<file path="config.mk">
export PLATFORM = sky130hd
export DESIGN_NAME = read_resp_engine_flat
export DESIGN_NICKNAME = d
export VERILOG_FILES = /design/src/rtl/read_resp_engine_if.sv /design/src/rtl/read_resp_engine.sv /design/src/flat_wrapper.sv
export SDC_FILE = /design/constraint.sdc
export NUM_CORES = 1
export LEC_CHECK = 0
export BUFFER_PORTS_ARGS = -buffer_cell sky130_fd_sc_hd__buf_2
export CELL_PAD_IN_SITES_DETAIL_PLACEMENT = 0
export CELL_PAD_IN_SITES_GLOBAL_PLACEMENT = 2
export CORE_AREA = 4 4 271 273
export DETAILED_ROUTE_END_ITERATION = 8
export DIE_AREA = 0 0 275 277
export PLACE_DENSITY_LB_ADDON = 0.15
export SETUP_SLACK_MARGIN = 0.2
export SYNTH_ARGS = -nofsm -noshare
export SYNTH_HDL_FRONTEND = slang
export SYNTH_SLANG_ARGS = --single-unit
export TNS_END_PERCENT = 5
</file>
<file path="constraint.sdc">
create_clock -name clk -period 3.7 [get_ports clk]
set_input_delay 0.74 -clock clk [delete_from_list [all_inputs] [get_ports clk]]
set_output_delay 0.74 -clock clk [all_outputs]
set_load 0.02 [all_outputs]
</file>
<file path="src/rtl/read_resp_engine_if.sv">
// Shared AFU/CCI-P types and tags, plus the control-response interface driven by read_resp_engine.
package read_resp_pkg;
    typedef enum logic [1:0] {
        AFU_IDLE = 2'd0,
        AFU_CTRL = 2'd1,
        AFU_RUN  = 2'd2,
        AFU_DONE = 2'd3
    } e_afu_state;

    typedef logic [15:0] t_cci_mdata;
    typedef logic [41:0] t_cci_clAddr;
    typedef logic [31:0] t_uint32;

    localparam t_cci_mdata  READ_CTRL_MDATA   = 16'h0001;
    localparam t_cci_mdata  READ_RUN_MDATA    = 16'h0002;
    localparam logic [31:0] CONTROL_START_RUN = 32'h0000_0001;
endpackage

interface ctrl_resp_if;
    import read_resp_pkg::*;

    logic        valid;
    logic        ack;
    logic [31:0] code;
    t_cci_clAddr rd_addr;
    t_uint32     num_cls;

    modport from_module (output valid, ack, code, rd_addr, num_cls);
    modport to_module   (input  valid, ack, code, rd_addr, num_cls);
endinterface

</file>
<file path="src/rtl/read_resp_engine.sv">
// CCI-P c0 read-response decoder: control-line handshake plus run-response count/done/checksum.
// Optional checksum accumulator enabled by defining READ_RESP_CHECKSUM_EN.
module read_resp_engine
    import read_resp_pkg::*;
#(
    parameter int CSUM_W = 32
) (
    input  logic                clk,
    input  logic                reset_n,
    input  e_afu_state          afu_state,
    input  logic                rx_valid,
    input  t_cci_mdata          rx_mdata,
    input  logic [511:0]        rx_data,
    ctrl_resp_if.from_module    ctrl_resp,
    output logic [31:0]         run_rsp_count,
    output logic                run_rsp_done,
    output logic [CSUM_W-1:0]   run_checksum,
    output logic                err_unexpected,
    output logic                err_overrun
);

    logic        vld_p1;
    t_cci_mdata  mdata_p1;
    e_afu_state  state_p1;
    logic [31:0] code_p1;
    t_uint32     num_cls_p1;
    t_cci_clAddr rd_addr_p1;

    logic        ack_p2;
    logic        valid_p2;
    logic [31:0] code_p2;
    t_uint32     num_cls_p2;
    t_cci_clAddr rd_addr_p2;
    logic [32:0] expected_p2;
    logic [32:0] count_p2;
    logic        done_p2;
    logic        err_unexp_p2;
    logic        err_over_p2;

    logic        ctrl_hit;
    logic        run_hit;
    logic        start_hit;
    logic        run_accept;
    logic        stray;
    logic [32:0] count_inc;

    // Stage 1: capture response, decoded control fields and the state it arrived under
    always_ff @(posedge clk or negedge reset_n) begin
        if (!reset_n) begin
            vld_p1     <= 1'b0;
            mdata_p1   <= '0;
            state_p1   <= AFU_IDLE;
            code_p1    <= '0;
            num_cls_p1 <= '0;
            rd_addr_p1 <= '0;
        end else begin
            vld_p1     <= rx_valid;
            mdata_p1   <= rx_mdata;
            state_p1   <= afu_state;
            code_p1    <= rx_data[31:0];
            num_cls_p1 <= rx_data[63:32];
            rd_addr_p1 <= rx_data[64 +: 42];
        end
    end

    assign ctrl_hit   = vld_p1 && (mdata_p1 == READ_CTRL_MDATA) && (state_p1 == AFU_CTRL);
    assign run_hit    = vld_p1 && (mdata_p1 == READ_RUN_MDATA)  && (state_p1 == AFU_RUN);
    assign stray      = vld_p1 && !ctrl_hit && !run_hit;
    assign start_hit  = ctrl_hit && (code_p1 == CONTROL_START_RUN);
    assign run_accept = run_hit && (count_p2 < expected_p2);
    assign count_inc  = count_p2 + 33'd1;

    // Stage 2: output registers for handshake, run tracking and sticky errors
    always_ff @(posedge clk or negedge reset_n) begin
        if (!reset_n) begin
            ack_p2       <= 1'b0;
            valid_p2     <= 1'b0;
            code_p2      <= '0;
            num_cls_p2   <= '0;
            rd_addr_p2   <= '0;
            expected_p2  <= '0;
            count_p2     <= '0;
            done_p2      <= 1'b0;
            err_unexp_p2 <= 1'b0;
            err_over_p2  <= 1'b0;
        end else begin
            ack_p2   <= ctrl_hit;
            valid_p2 <= ctrl_hit && (code_p1 != '0);
            if (ctrl_hit) begin
                code_p2    <= code_p1;
                num_cls_p2 <= num_cls_p1;
                rd_addr_p2 <= rd_addr_p1;
            end
            // 33-bit expected so num_cls = 2^32-1 still yields a reachable target
            if (start_hit) begin
                expected_p2 <= {1'b0, num_cls_p1} + 33'd1;
                count_p2    <= '0;
                done_p2     <= 1'b0;
                err_over_p2 <= 1'b0;
            end else if (run_accept) begin
                count_p2 <= count_inc;
                if (count_inc == expected_p2) begin
                    done_p2 <= 1'b1;
                end
            end else if (run_hit) begin
                err_over_p2 <= 1'b1;
            end
            if (stray) begin
                err_unexp_p2 <= 1'b1;
            end
        end
    end

`ifdef READ_RESP_CHECKSUM_EN
    logic [CSUM_W-1:0] fold_p1;
    logic [CSUM_W-1:0] csum_p2;

    function automatic logic [CSUM_W-1:0] fold_line(input logic [511:0] line);
        logic [31:0] acc;
        logic [31:0] half;
        acc = '0;
        for (int i = 0; i < 16; i++) begin
            acc = acc ^ line[32*i +: 32];
        end
        half = {16'h0000, acc[31:16] ^ acc[15:0]};
        return (CSUM_W == 16) ? half[CSUM_W-1:0] : acc[CSUM_W-1:0];
    endfunction

    always_ff @(posedge clk or negedge reset_n) begin
        if (!reset_n) begin
            fold_p1 <= '0;
            csum_p2 <= '0;
        end else begin
            fold_p1 <= fold_line(rx_data);
            if (start_hit) begin
                csum_p2 <= '0;
            end else if (run_accept) begin
                csum_p2 <= csum_p2 + fold_p1;
            end
        end
    end

    assign run_checksum = csum_p2;
`else
    // Only the control fields of the line are consumed without the checksum
    logic unused_line_bits;
    assign unused_line_bits = ^rx_data[511:106];
    assign run_checksum     = '0;
`endif

    assign ctrl_resp.ack     = ack_p2;
    assign ctrl_resp.valid   = valid_p2;
    assign ctrl_resp.code    = code_p2;
    assign ctrl_resp.num_cls = num_cls_p2;
    assign ctrl_resp.rd_addr = rd_addr_p2;

    assign run_rsp_count  = count_p2[31:0];
    assign run_rsp_done   = done_p2;
    assign err_unexpected = err_unexp_p2;
    assign err_overrun    = err_over_p2;

endmodule

</file>
<file path="src/flat_wrapper.sv">
// flat-port wrapper written by rule: the top's interface ports become plain ports
module read_resp_engine_flat import read_resp_pkg::*;
#(
    parameter int CSUM_W = 32
)
  (clk, reset_n, afu_state, rx_valid, rx_mdata, rx_data, run_rsp_count, run_rsp_done, run_checksum, err_unexpected, err_overrun, ctrl_resp_valid, ctrl_resp_ack, ctrl_resp_code, ctrl_resp_rd_addr, ctrl_resp_num_cls);
  ctrl_resp_if ctrl_resp_i ();
  input  logic clk;
  input  logic reset_n;
  input  e_afu_state afu_state;
  input  logic rx_valid;
  input  t_cci_mdata rx_mdata;
  input  logic [511:0] rx_data;
  output logic [31:0] run_rsp_count;
  output logic run_rsp_done;
  output logic [CSUM_W-1:0] run_checksum;
  output logic err_unexpected;
  output logic err_overrun;
  output wire logic [$bits(ctrl_resp_i.valid)-1:0] ctrl_resp_valid;
  output wire logic [$bits(ctrl_resp_i.ack)-1:0] ctrl_resp_ack;
  output wire logic [$bits(ctrl_resp_i.code)-1:0] ctrl_resp_code;
  output wire logic [$bits(ctrl_resp_i.rd_addr)-1:0] ctrl_resp_rd_addr;
  output wire logic [$bits(ctrl_resp_i.num_cls)-1:0] ctrl_resp_num_cls;
  assign ctrl_resp_valid = ctrl_resp_i.valid;
  assign ctrl_resp_ack = ctrl_resp_i.ack;
  assign ctrl_resp_code = ctrl_resp_i.code;
  assign ctrl_resp_rd_addr = ctrl_resp_i.rd_addr;
  assign ctrl_resp_num_cls = ctrl_resp_i.num_cls;
  read_resp_engine #(.CSUM_W(CSUM_W)) u_core (.clk(clk), .reset_n(reset_n), .afu_state(afu_state), .rx_valid(rx_valid), .rx_mdata(rx_mdata), .rx_data(rx_data), .ctrl_resp(ctrl_resp_i), .run_rsp_count(run_rsp_count), .run_rsp_done(run_rsp_done), .run_checksum(run_checksum), .err_unexpected(err_unexpected), .err_overrun(err_overrun));
endmodule
</file>
==> qor.csv, run 1 <==
stage;metric;value;unit
sta;worst-margin pin slew;0.9172;ns
die;DIE HEIGHT;277;um
run;Max Cap Viol;0;
clock_network;post-CTS setup repair buffer count;0;
place;Detail Placement HPWL;33820;um
run_status;status;finished, final reports clean;
die;Rows;98;
layout;final-stage net count;1959;
global_route;largest net degree at the start of global routing;110;
setup_path;Crit. End Element;register;
setup_path;R2R depth;9;
synth;FFs w/ async S/R, synth;1.000;
layout;fin cells;2379;
power;Total Power Consumption;7.467;mW
clock_network;CTS Sinks;302;
die;IO Pins;708;
routing;Post-DRT Antenna Nets;0;
die;die area;0.07618;mm2
worst_hold_path;worst hold path class;primary input to async pin;
clock_network;H-tree Lvls;2;
synth;post-synthesis sequential area ratio;0.5672;
synth;Post-synth EDFFs;0;
global_route;met2 Use GR;0.1757;
sta;RSZ-0062 raised after global routing;no;
sta;Max Clk Rate;0.3198;GHz
clock_network;CTS tree;done;
setup_path;R2R Setup Slk;0.57;ns
routing;DRT Pass-1 Iters;4;
clock_network;total CTS buffers;39;
sta;setup TNS;0;ns
setup_path;CP Launch Type;register;
setup_path;reg2reg start;u_core.count_p2[32];
synth;Post-Syn Area per Cell;11.98;um2
place;Placed Cells;2300;
sta;Setup violations, final;0;
die;Core Region;0.07112;mm2
place;GP Congestion;0.7311;
sta;minimum clock period;3.127;ns
setup_path;critical path class;register to register;
global_route;met3 Resource Use GR;0.06585;
global_route;first-pass GRT wire length;67320;um
sta;Final Max Slew Viols;0;
synth;top-count cell post-synth;dfrtp_1;
routing;detailed-route via count;9286;
clock_network;CTS clk-pin slew, worst paths;0.05;ns
synth;Cells after Synth;1112;
synth;Ys Warns;0;
layout;Reg area;0.007557;mm2
routing;vias per cell;3.903;
synth;top post-synthesis cells by area;dfrtp_1 57%, mux2_2 9.2%, buf_4 3.7%, ha_1 3.3%, xnor2_1 3.0%;
synth;post-synthesis register bit count;302;
routing;DRC;0;
global_route;Top Usage Layer GRT;met2;
clock_network;Clock Tree Root;clkbuf_16;
power;maximum vdd drop;0.3148;mV
layout;filler cell count;7732;
synth;post-synthesis cell area;0.01332;mm2
clock_network;post-CTS sizing;0;
routing;total wire length;44850;um
layout;share of layout cells above drive strength 1;0.3608;
synth;Synth cell types;71;
global_route;vias in the first global route;10080;
synth;cell taking the most area after synthesis;dfrtp_1;
setup_path;Crit path required time;4.13;ns
setup_path;Arrival @ worst endpoint;3.55;ns
clock_network;hold_buf cts;0;
global_route;initial antenna violation count;35;
sta;Worst slew margin;0.3886;
sta;Hold Fails Final Rpt;0;
die;Starting Density;0.1874;
synth;Synth Flop Type;dfrtp_1;
setup_path;reg2reg end;u_core.count_p2[26];
clock_network;CTS max path bufs;3;
layout;Finished Core Util;0.2402;
layout;area grow syn2layout;28.22;%
sta;Tcrit/Tclk final;0.8451;
power;PD cells;437.1;mW/mm2
synth;Post-synth top cells;302 x dfrtp_1, 109 x mux2_2, 65 x buf_4, 53 x o21ai_0, 50 x inv_1;
synth;post-synth top area share;0.5672;
sta;clk_skew;0.02396;ns
routing;post-DR wirelength/cell;18.85;um
global_route;grt ovf;0;
layout;multi-input logic area;0.005040;mm2
power;Lkg Pwr;8.304;nW
die;Die W;275;um
routing;DRT iter0 DRCs;392;
clock_network;Clk Latency, worst-skew pair;0.56;ns
setup_path;crit-path max FO;46;
global_route;met1 GRT Util;0.1467;
global_route;Total Routing Usage GR;0.1170;
place;port bufs;269;
-- final cells by class --
class	instances	area share
Tap cell	950	0.06958
Sequential cell	302	0.4424
Antenna cell	10	0.001465
Multi-Input combinational cell	682	0.2950
Timing Repair Buffer	316	0.1044
Clock buffer	56	0.06679
Inverter	50	0.01099
Clock inverter	13	0.009375
-- layout by cell type (no fill, tap or decap), types with 35 or more instances in the layout --
cell and instances:
buf_4 41, mux2_2 109, dfrtp_1 302, buf_2 268, nand2_1 48, o21ai_0 52
nor2_1 38, clkbuf_16 40, ha_1 35, inv_1 50, xnor2_1 46
-- logic make-up after synthesis --
group,after synthesis,synth area share
flip-flops,302,0.5672
AND/OR/NAND/NOR,267,0.1107
AO/OA/AOI/OAI,165,0.08208
buffers and inverters,159,0.06470
multiplexers,112,0.09438
XOR/XNOR,71,0.04780
adder cells (fa/ha/maj),35,0.03287
other,1,0.0002814
-- power breakdown --
part,leakage [nW],internal [mW],switching (mW)
logic,3.74,0.0729,0.131
registers,3.93,3.37,0.0497
clock network,0.637,2.30,1.54
total,8.30,5.75,1.72
-- flip-flops by register name, indices dropped and copies added (netlist names), 2 cells and up --
name	flops
u_core.ctrl_resp.rd_addr	42
u_core.rd_addr_p1	42
u_core.count_p2	33
u_core.expected_p2	33
u_core.code_p1	32
u_core.ctrl_resp.code	32
u_core.ctrl_resp.num_cls	32
u_core.num_cls_p1	32
u_core.mdata_p1	16
u_core.state_p1	2
-- worst max-delay path: stages, from the launching register on --
cell      delay (ns)
dfrtp_1         0.43
ha_1            0.34
nand4_1         0.18
nor4_1          0.68
nand2_1         0.23
a311oi_1        0.37
or2_2           0.21
buf_12          0.24
o21ai_0         0.13
a21o_1          0.21
-- metrics by stage --
stage	setup WS, ns	area, um2	hold slack (ns)
5_1_grt	0.2427	17060	0.2490
6_report	0.5731	17080	0.2167
3_5_place_dp	0.5159	15760	0.4627
3_3_place_gp	0.5427	15760	0.4562
2_1_floorplan	0.9470	13440	0.4444
4_1_cts	0.5064	17060	0.2409
-- routing by layer --
metal	part of all wire	vias to the layer above
li1	-	4408
met4	0.020	50
met3	0.11	102
met2	0.43	273
met1	0.43	4453
met5	0.0076	-
-- how the worst max path moves through the flow --
stage,slack [ns],end,cells after the start,start
after floorplan,0.95,u_core.count_p2[30],10,u_core.count_p2[11]
after global placement,0.54,u_core.count_p2[3],10,u_core.expected_p2[26]
after detailed placement,0.52,u_core.count_p2[26],10,u_core.expected_p2[29]
after CTS,0.51,u_core.count_p2[26],10,u_core.expected_p2[30]
after global routing,0.24,u_core.count_p2[27],10,u_core.expected_p2[32]
final,0.57,u_core.count_p2[26],9,u_core.count_p2[32]
(Power assumes the default switching activity.)
==> run 2, diff against run 1 <==
--- a/config.mk
+++ b/config.mk
@@ -5,12 +5,13 @@
 export SDC_FILE = /design/constraint.sdc
 export NUM_CORES = 1
 export LEC_CHECK = 0
+export ABC_AREA = 1
 export BUFFER_PORTS_ARGS = -buffer_cell sky130_fd_sc_hd__buf_2
 export CELL_PAD_IN_SITES_DETAIL_PLACEMENT = 0
 export CELL_PAD_IN_SITES_GLOBAL_PLACEMENT = 2
-export CORE_AREA = 4 4 271 273
+export CORE_AREA = 4 4 277 279
 export DETAILED_ROUTE_END_ITERATION = 8
-export DIE_AREA = 0 0 275 277
+export DIE_AREA = 0 0 281 283
 export PLACE_DENSITY_LB_ADDON = 0.15
 export SETUP_SLACK_MARGIN = 0.2
 export SYNTH_ARGS = -nofsm -noshare
==> constraint.sdc (replaced) <==
create_clock -name clk -period 3.2 [get_ports clk]
set_input_delay 0.64 -clock clk [delete_from_list [all_inputs] [get_ports clk]]
set_output_delay 0.64 -clock clk [all_outputs]
set_load 0.02 [all_outputs]
==> run 2 against run 1 <==
Against the previous run:
- combinational power grew 37%
- hold slack lost 0.19 ns
- count of clock-buffer cells in the layout shrank 5
- register-to-register slack lost 0.09 ns
- setup slack lost 0.090 ns
- sequential share of layout area shrank 0.95 points
- synthesized area grew 3.2%
- wire length grew 16%
- final area grew 2.2%
- synthesized cell count grew 40%
- first-iteration DRC count grew 22%
- critical path type unchanged
- critical endpoint is now u_core.run_rsp_done
==> qor.csv, run 2 <==
stage;metric;value;unit;change
run_status;status;finished, final reports clean;;unchanged
sta;Setup violations, final;0;;unchanged
routing;DRT iter0 DRCs;480;;was 392
routing;post-DR wirelength/cell;18.37;um;was 18.85 um
synth;post-synth top area share;0.5496;;was 0.5672
die;Die W;281;um;was 275 um
run;Max Cap Viol;0;;unchanged
clock_network;Clock Tree Root;clkbuf_16;;unchanged
sta;Max Clk Rate;0.3681;GHz;was 0.3198 GHz
global_route;grt ovf;0;;unchanged
layout;most common cell after layout, fill and taps aside;nand2_1;;was dfrtp_1
synth;Ys Warns;0;;unchanged
sta;Worst slew margin;0.4510;;was 0.3886
power;PD cells;505.1;mW/mm2;was 437.1 mW/mm2
place;GP Congestion;0.7766;;was 0.7311
setup_path;critical path class;register to register;;unchanged
clock_network;CTS max path bufs;3;;unchanged
clock_network;H-tree Lvls;2;;unchanged
layout;highest-count cells in the layout ignoring fill and taps;510 x nand2_1, 302 x dfrtp_1, 268 x buf_2;;was 302 x dfrtp_1, 268 x buf_2, 109 x mux2_2
routing;DRC;0;;unchanged
layout;fin cells;2835;;was 2,379
synth;Cells after Synth;1561;;was 1,112
worst_hold_path;worst hold path class;primary input to async pin;;unchanged
die;IO Pins;708;;unchanged
power;Lkg Pwr;8.866;nW;was 8.304 nW
layout;final-stage net count;2394;;was 1,959
setup_path;crit-path max FO;13;;was 46
clock_network;CTS tree;done;;unchanged
place;Detail Placement HPWL;40060;um;was 33,820 um
synth;post-synthesis sequential area ratio;0.5496;;was 0.5672
routing;vias per cell;3.832;;was 3.903
sta;minimum clock period;2.717;ns;was 3.127 ns
die;DIE HEIGHT;283;um;was 277 um
synth;top post-synthesis cells by area;dfrtp_1 55%, nand2_1 14%, nand3_1 4.2%, inv_1 4.0%, buf_4 3.5%;;was dfrtp_1 57%, mux2_2 9.2%, buf_4 3.7%, ha_1 3.3%, xnor2_1 3.0%
sta;RSZ-0062 raised after global routing;no;;unchanged
synth;post-synthesis cell area;0.01375;mm2;was 0.01332 mm2
global_route;first-pass GRT wire length;77260;um;was 67,320 um
die;die area;0.07952;mm2;was 0.07618 mm2
place;pre-CTS setup slack;0.4786;ns;was 0.5159 ns
setup_path;CP startpoint;u_core.expected_p2[28];;was u_core.count_p2[32]
place;Placed Cells;2754;;was 2,300
routing;Post-DRT Antenna Nets;0;;unchanged
clock_network;CTS Sinks;302;;unchanged
die;Starting Density;0.1853;;was 0.1874
setup_path;reg2reg end;u_core.run_rsp_done;;was u_core.count_p2[26]
die;Rows;100;;was 98
sta;clk_skew;0.02734;ns;was 0.02396 ns
die;Core Region;0.07420;mm2;was 0.07112 mm2
sta;setup TNS;0;ns;unchanged
setup_path;CP Launch Type;register;;unchanged
synth;top-count cell post-synth;nand2_1;;was dfrtp_1
routing;total wire length;52080;um;was 44,850 um
synth;Post-synth top cells;511 x nand2_1, 302 x dfrtp_1, 146 x inv_1, 115 x nand3_1, 88 x o21ai_0;;was 302 x dfrtp_1, 109 x mux2_2, 65 x buf_4, 53 x o21ai_0, 50 x inv_1
global_route;Total Routing Usage GR;0.1300;;was 0.1170
power;maximum vdd drop;0.4208;mV;was 0.3148 mV
setup_path;CP endpoint;u_core.run_rsp_done;;was u_core.count_p2[26]
clock_network;post-CTS setup repair buffer count;0;;unchanged
routing;detailed-route via count;10860;;was 9,286
setup_path;Arrival @ worst endpoint;3.20;ns;was 3.55 ns
layout;area grow syn2layout;26.97;%;was 28.22%
synth;post-synthesis register bit count;302;;unchanged
routing;DRT Pass-1 Iters;5;;was 4
global_route;vias in the first global route;11460;;was 10,080
clock_network;post-CTS sizing;0;;unchanged
global_route;largest net degree at the start of global routing;114;;was 110
clock_network;total CTS buffers;39;;unchanged
synth;Synth Flop Type;dfrtp_1;;unchanged
setup_path;R2R Setup Slk;0.48;ns;was 0.57 ns
setup_path;reg2reg start;u_core.expected_p2[28];;was u_core.count_p2[32]
place;port bufs;269;;unchanged
sta;worst setup margin;0.4834;ns;was 0.5731 ns
sta;worst-margin pin slew;0.8236;ns;was 0.9172 ns
synth;cell taking the most area after synthesis;dfrtp_1;;unchanged
setup_path;R2R depth;11;;was 9
layout;share of layout cells above drive strength 1;0.2154;;was 0.3608
synth;FFs w/ async S/R, synth;1.000;;unchanged
synth;Synth cell types;43;;was 71
sta;Final Max Slew Viols;0;;unchanged
synth;Post-synth EDFFs;0;;unchanged
clock_network;hold_buf cts;0;;unchanged
setup_path;Crit path required time;3.68;ns;was 4.13 ns
synth;Post-Syn Area per Cell;8.808;um2;was 11.98 um2
sta;Hold Fails Final Rpt;0;;unchanged
power;Total Power Consumption;8.818;mW;was 7.467 mW
global_route;initial antenna violation count;28;;was 35
clock_network;Clk Latency, worst-skew pair;0.56;ns;about the same
setup_path;Crit. End Element;register;;unchanged
sta;Tcrit/Tclk final;0.8489;;was 0.8451
clock_network;CTS clk-pin slew, worst paths;0.06;ns;was 0.05 ns
run 2: layer usage:
layer  track usage  vias up  part of all wire
li1              -     5416                 -
met4       0.02825       36             0.019
met2        0.2065      266              0.45
met1        0.1595     5056              0.43
met3       0.06381       89              0.10
met5             0        -            0.0043
run 2: how the worst min path moves through the flow:
| stage | end | slack [ns] | startpoint | cells past startpoint |
|---|---|---|---|---|
| after global routing | u_core.count_p2[3] | 0.05 | reset_n | 1 |
| after detailed placement | u_core.ctrl_resp.rd_addr[30] | 0.43 | u_core.rd_addr_p1[30] | 2 |
| after floorplan | u_core.code_p1[0] | 0.34 | reset_n | 0 |
| final | u_core.count_p2[3] | 0.03 | reset_n | 1 |
| after global placement | u_core.ctrl_resp.rd_addr[17] | 0.42 | u_core.rd_addr_p1[17] | 2 |
| after CTS | u_core.count_p2[3] | 0.01 | reset_n | 1 |
run 2: final cells by class:
cell class | count | area, um2
Antenna cell | 9 | 22.52
Tap cell | 969 | 1212
Clock inverter | 21 | 254.0
Sequential cell | 302 | 7557
Fill cell | 8172 | 56740
Clock buffer | 51 | 1092
Multi-Input combinational cell | 1039 | 5130
Inverter | 148 | 555.5
Timing Repair Buffer | 296 | 1634
run 2: cell families (layout without fill, tap and decap cells):
family,after synthesis,in the layout,share of synthesized area
and+or+nand+nor,800,800,0.2531
DFF,302,302,0.5496
buffers and inverters,251,516,0.08681
AOI/OAI and AO/OA,134,134,0.05005
xor gates and xnor gates,38,38,0.02830
adders and majority gates,35,35,0.03185
other,1,41,0.0002727
run 2: critical path, cell delays in order (launching register included):
cell,delay (ns)
dfrtp_1,0.38
inv_1,0.11
ha_1,0.25
a21oi_1,0.14
o21ai_0,0.16
nand2_1,0.09
nand3_1,0.32
or3_1,0.51
a21oi_1,0.24
buf_12,0.21
nand3_1,0.14
nand2_1,0.08
run 2: metrics by stage:
stage / hold slack, ns / util / area [um2]
global placement: 0.4222 / 0.2168 / 16090
floorplan: 0.3444 / - / 13870
CTS: 0.01214 / 0.2350 / 17440
finish: 0.02502 / 0.2353 / 17460
global route: 0.04517 / 0.2351 / 17450
detailed placement: 0.4274 / 0.2168 / 16090
run 2: report_power, final:
part | internal (mW) | total [mW] | switching, mW
Combinational | 0.0889 | 0.280 | 0.191
Sequential | 3.90 | 3.95 | 0.0492
Clock | 2.76 | 4.59 | 1.83
Total | 6.75 | 8.82 | 2.07
==> run 3, diff against run 2 <==
--- a/config.mk
+++ b/config.mk
@@ -5,13 +5,13 @@
 export SDC_FILE = /design/constraint.sdc
 export NUM_CORES = 1
 export LEC_CHECK = 0
-export ABC_AREA = 1
+export ABC_AREA = 0
 export BUFFER_PORTS_ARGS = -buffer_cell sky130_fd_sc_hd__buf_2
 export CELL_PAD_IN_SITES_DETAIL_PLACEMENT = 0
 export CELL_PAD_IN_SITES_GLOBAL_PLACEMENT = 2
-export CORE_AREA = 4 4 277 279
+export CORE_AREA = 4 4 271 273
 export DETAILED_ROUTE_END_ITERATION = 8
-export DIE_AREA = 0 0 281 283
+export DIE_AREA = 0 0 275 277
 export PLACE_DENSITY_LB_ADDON = 0.15
 export SETUP_SLACK_MARGIN = 0.2
 export SYNTH_ARGS = -nofsm -noshare
==> constraint.sdc (replaced) <==
create_clock -name clk -period 2.25 [get_ports clk]
set_input_delay 0.45 -clock clk [delete_from_list [all_inputs] [get_ports clk]]
set_output_delay 0.45 -clock clk [all_outputs]
set_load 0.02 [all_outputs]
==> run 3 against run 2 <==
Against the previous run:
- the run now ends with setup timing left
- sequential share of layout area fell by 6.1 points
- combinational power rose by 95%
- total power up 39%
==> qor.csv, run 3 (synthesis gave the netlist of run 1 again) <==
stage;metric;value;unit;change
sta;Max Clk Rate;0.3576;GHz;was 0.3681 GHz
run_status;failing checks;setup timing;;
die;Die W;275;um;was 281 um
power;Comb power frac;0.045;;was 0.032
place;pre-CTS setup slack;-0.7674;ns;was 0.4786 ns
routing;post-DR wirelength/cell;17.72;um;was 18.37 um
power;switching share of power;0.2232;;was 0.2346
place;Detail Placement HPWL;36980;um;was 40,060 um
clock_network;H-tree Lvls;2;;unchanged
sta;Hold Fails Final Rpt;0;;unchanged
global_route;initial antenna violation count;8;;was 28
die;Rows;98;;was 100
sta;worst-margin pin slew;0.5355;ns;was 0.8236 ns
sta;Setup violations, final;34;;was 0
routing;vias per cell;3.851;;was 3.832
setup_path;CP peak stage delay;0.37;ns;was 0.51 ns
run_status;status;complete, but fails checks;;was finished, final reports clean
worst_hold_path;worst hold path class;primary input to register;;was primary input to async pin
routing;Post-DRT Antenna Nets;0;;unchanged
setup_path;R2R depth;13;;was 11
setup_path;CP Launch Type;register;;unchanged
setup_path;worst path cell trace;inv_1, ha_1, nand4_1, nor4_4, buf_4, a2111oi_2, o221ai_2, or2_4, buf_12, buf_6, buf_12, or3_1, o21ai_1;;was inv_1, ha_1, a21oi_1, o21ai_0, nand2_1, nand3_1, or3_1, a21oi_1, buf_12, nand3_1, nand2_1
place;Placed Cells;2471;;was 2,754
place;GP Congestion;0.7657;;was 0.7766
global_route;Total Routing Usage GR;0.1243;;was 0.1300
global_route;first-pass GRT wire length;72450;um;was 77,260 um
die;die area;0.07618;mm2;was 0.07952 mm2
layout;design area;0.02033;mm2;was 0.01746 mm2
setup_path;most used cell along the critical path;buf_12;;
setup_path;crit-path max FO;6;;was 13
power;Lkg Pwr;9.947;nW;was 8.866 nW
sta;Hold WS;0.06117;ns;was 0.02502 ns
sta;worst setup margin;-0.5462;ns;was 0.4834 ns
layout;area grow syn2layout;52.62;%;was 26.97%
power;Pint;9.518;mW;was 6.750 mW
layout;highest-count cells in the layout ignoring fill and taps;296 x dfrtp_1, 268 x buf_2, 212 x buf_4;;was 510 x nand2_1, 302 x dfrtp_1, 268 x buf_2
clock_network;Clock Tree Root;clkbuf_16;;unchanged
worst_hold_path;Hold Crit Depth;1;;
clock_network;CTS tree;done;;unchanged
setup_path;CP max stage cell;dfrtp_1;;was or3_1
die;Starting Density;0.1874;;was 0.1853
routing;detailed-route via count;10340;;was 10,860
die;IO Pins;708;;unchanged
routing;DRC;0;;unchanged
die;DIE HEIGHT;277;um;was 283 um
place;port bufs;269;;unchanged
power;Clk pwr share;0.496;;was 0.520
routing;total wire length;47590;um;was 52,080 um
setup_path;Crit. End Element;register;;unchanged
layout;final-stage net count;2274;;was 2,394
setup_path;Arrival @ worst endpoint;3.27;ns;was 3.20 ns
setup_path;critical path class;register to register;;unchanged
clock_network;CTS Sinks;302;;unchanged
layout;fin cells;2686;;was 2,835
clock_network;total CTS buffers;38;;was 39
global_route;vias in the first global route;11370;;was 11,460
layout;most common cell after layout, fill and taps aside;dfrtp_1;;was nand2_1
power;Seq pwr share;0.459;;was 0.448
sta;minimum clock period;2.796;ns;was 2.717 ns
power;Net Switching;2.735;mW;was 2.069 mW
setup_path;Crit path required time;2.72;ns;was 3.68 ns
routing;DRT Pass-1 Iters;4;;was 5
sta;Tcrit/Tclk final;1.243;;was 0.8489
die;Core Region;0.07112;mm2;was 0.07420 mm2
sta;Final Max Slew Viols;0;;unchanged
sta;clk_skew;0.02444;ns;was 0.02734 ns
routing;DRT iter0 DRCs;359;;was 480
run;Max Cap Viol;0;;unchanged
sta;RSZ-0062 raised after global routing;yes;;was no
clock_network;Clk Latency, worst-skew pair;0.54;ns;was 0.56 ns
clock_network;CTS clk-pin slew, worst paths;0.06;ns;about the same
sta;Worst slew margin;0.6430;;was 0.4510
global_route;largest net degree at the start of global routing;91;;was 114
clock_network;CTS max path bufs;3;;unchanged
place;Post-DP Area;0.01721;mm2;was 0.01609 mm2
layout;share of layout cells above drive strength 1;0.4393;;was 0.2154
power;maximum vdd drop;0.5318;mV;was 0.4208 mV
global_route;grt ovf;0;;unchanged
power;PD cells;602.5;mW/mm2;was 505.1 mW/mm2
-- run 3: metal layers --
layer,GRT usage,part of all wire,vias up
li1,-,-,5033
met1,0.1664,0.46,4986
met2,0.1936,0.44,264
met3,0.04280,0.071,57
met4,0.02902,0.020,4
met5,0,0.00029,-
-- run 3: power by group through the flow --
| stage | Combinational (mW) | Sequential, mW | Clock (mW) |
|---|---|---|---|
| 6_report | 0.547 | 5.62 | 6.08 |
| 5_1_grt | 0.616 | 5.63 | 6.58 |
| 4_1_cts | 0.564 | 5.63 | 6.39 |
| 3_5_place_dp | 0.381 | 5.72 | 0 |
| 3_3_place_gp | 0.377 | 5.72 | 0 |
| 2_1_floorplan | 0.132 | 5.69 | 0 |
-- run 3: critical path, delay by kind of cell, from the launching register on --
| kind | cells | cell delay [ns] |
|---|---|---|
| AO/OA/AOI/OAI | 3 | 0.58 |
| adder cells (fa/ha/maj) | 1 | 0.25 |
| buffers and inverters | 5 | 0.65 |
| flip-flops | 1 | 0.37 |
| AND/OR/NAND/NOR | 4 | 0.89 |
-- run 3: repair_timing --
action                     CTS  global route
hold buffers               124             0
resized for setup           76            26
hold endpoints to repair   139             0
setup endpoints to repair  175           174
gates cloned                 2             0
pin swaps                   30            21
buffers inserted            12             7
-- run 3: worst paths after layout --
check	start	endpoint	slack, ns
max	u_core.expected_p2[21]	u_core.count_p2[19]	-0.55
max in group asynchronous	reset_n	u_core.ctrl_resp.rd_addr[12]	1.08
max reg2reg	u_core.expected_p2[21]	u_core.count_p2[19]	-0.55
min in group asynchronous	reset_n	u_core.expected_p2[26]	0.37
min reg2reg	u_core.rd_addr_p1[27]	u_core.ctrl_resp.rd_addr[27]	0.47
min	afu_state[1]	u_core.state_p1[1]	0.06
-- run 3: cell type report --
| class | instances | area [um2] |
|---|---|---|
| antenna | 6 | 15.01 |
| clock buffer | 54 | 1122 |
| clock inverter | 10 | 122.6 |
| fill | 7532 | 50780 |
| inverter | 50 | 187.7 |
| multi-input combinational | 682 | 5431 |
| sequential | 302 | 7565 |
| tap | 950 | 1189 |
| timing repair buffer | 632 | 4702 |
-- run 3: per-stage QoR --
stage | utilization | setup TNS, ns | power (mW)
2_1_floorplan | - | -8.177 | 5.824
3_3_place_gp | 0.2419 | -32.72 | 6.096
3_5_place_dp | 0.2419 | -33.12 | 6.103
4_1_cts | 0.2834 | -16.69 | 12.58
5_1_grt | 0.2859 | -20.33 | 12.83
6_report | 0.2859 | -14.34 | 12.25
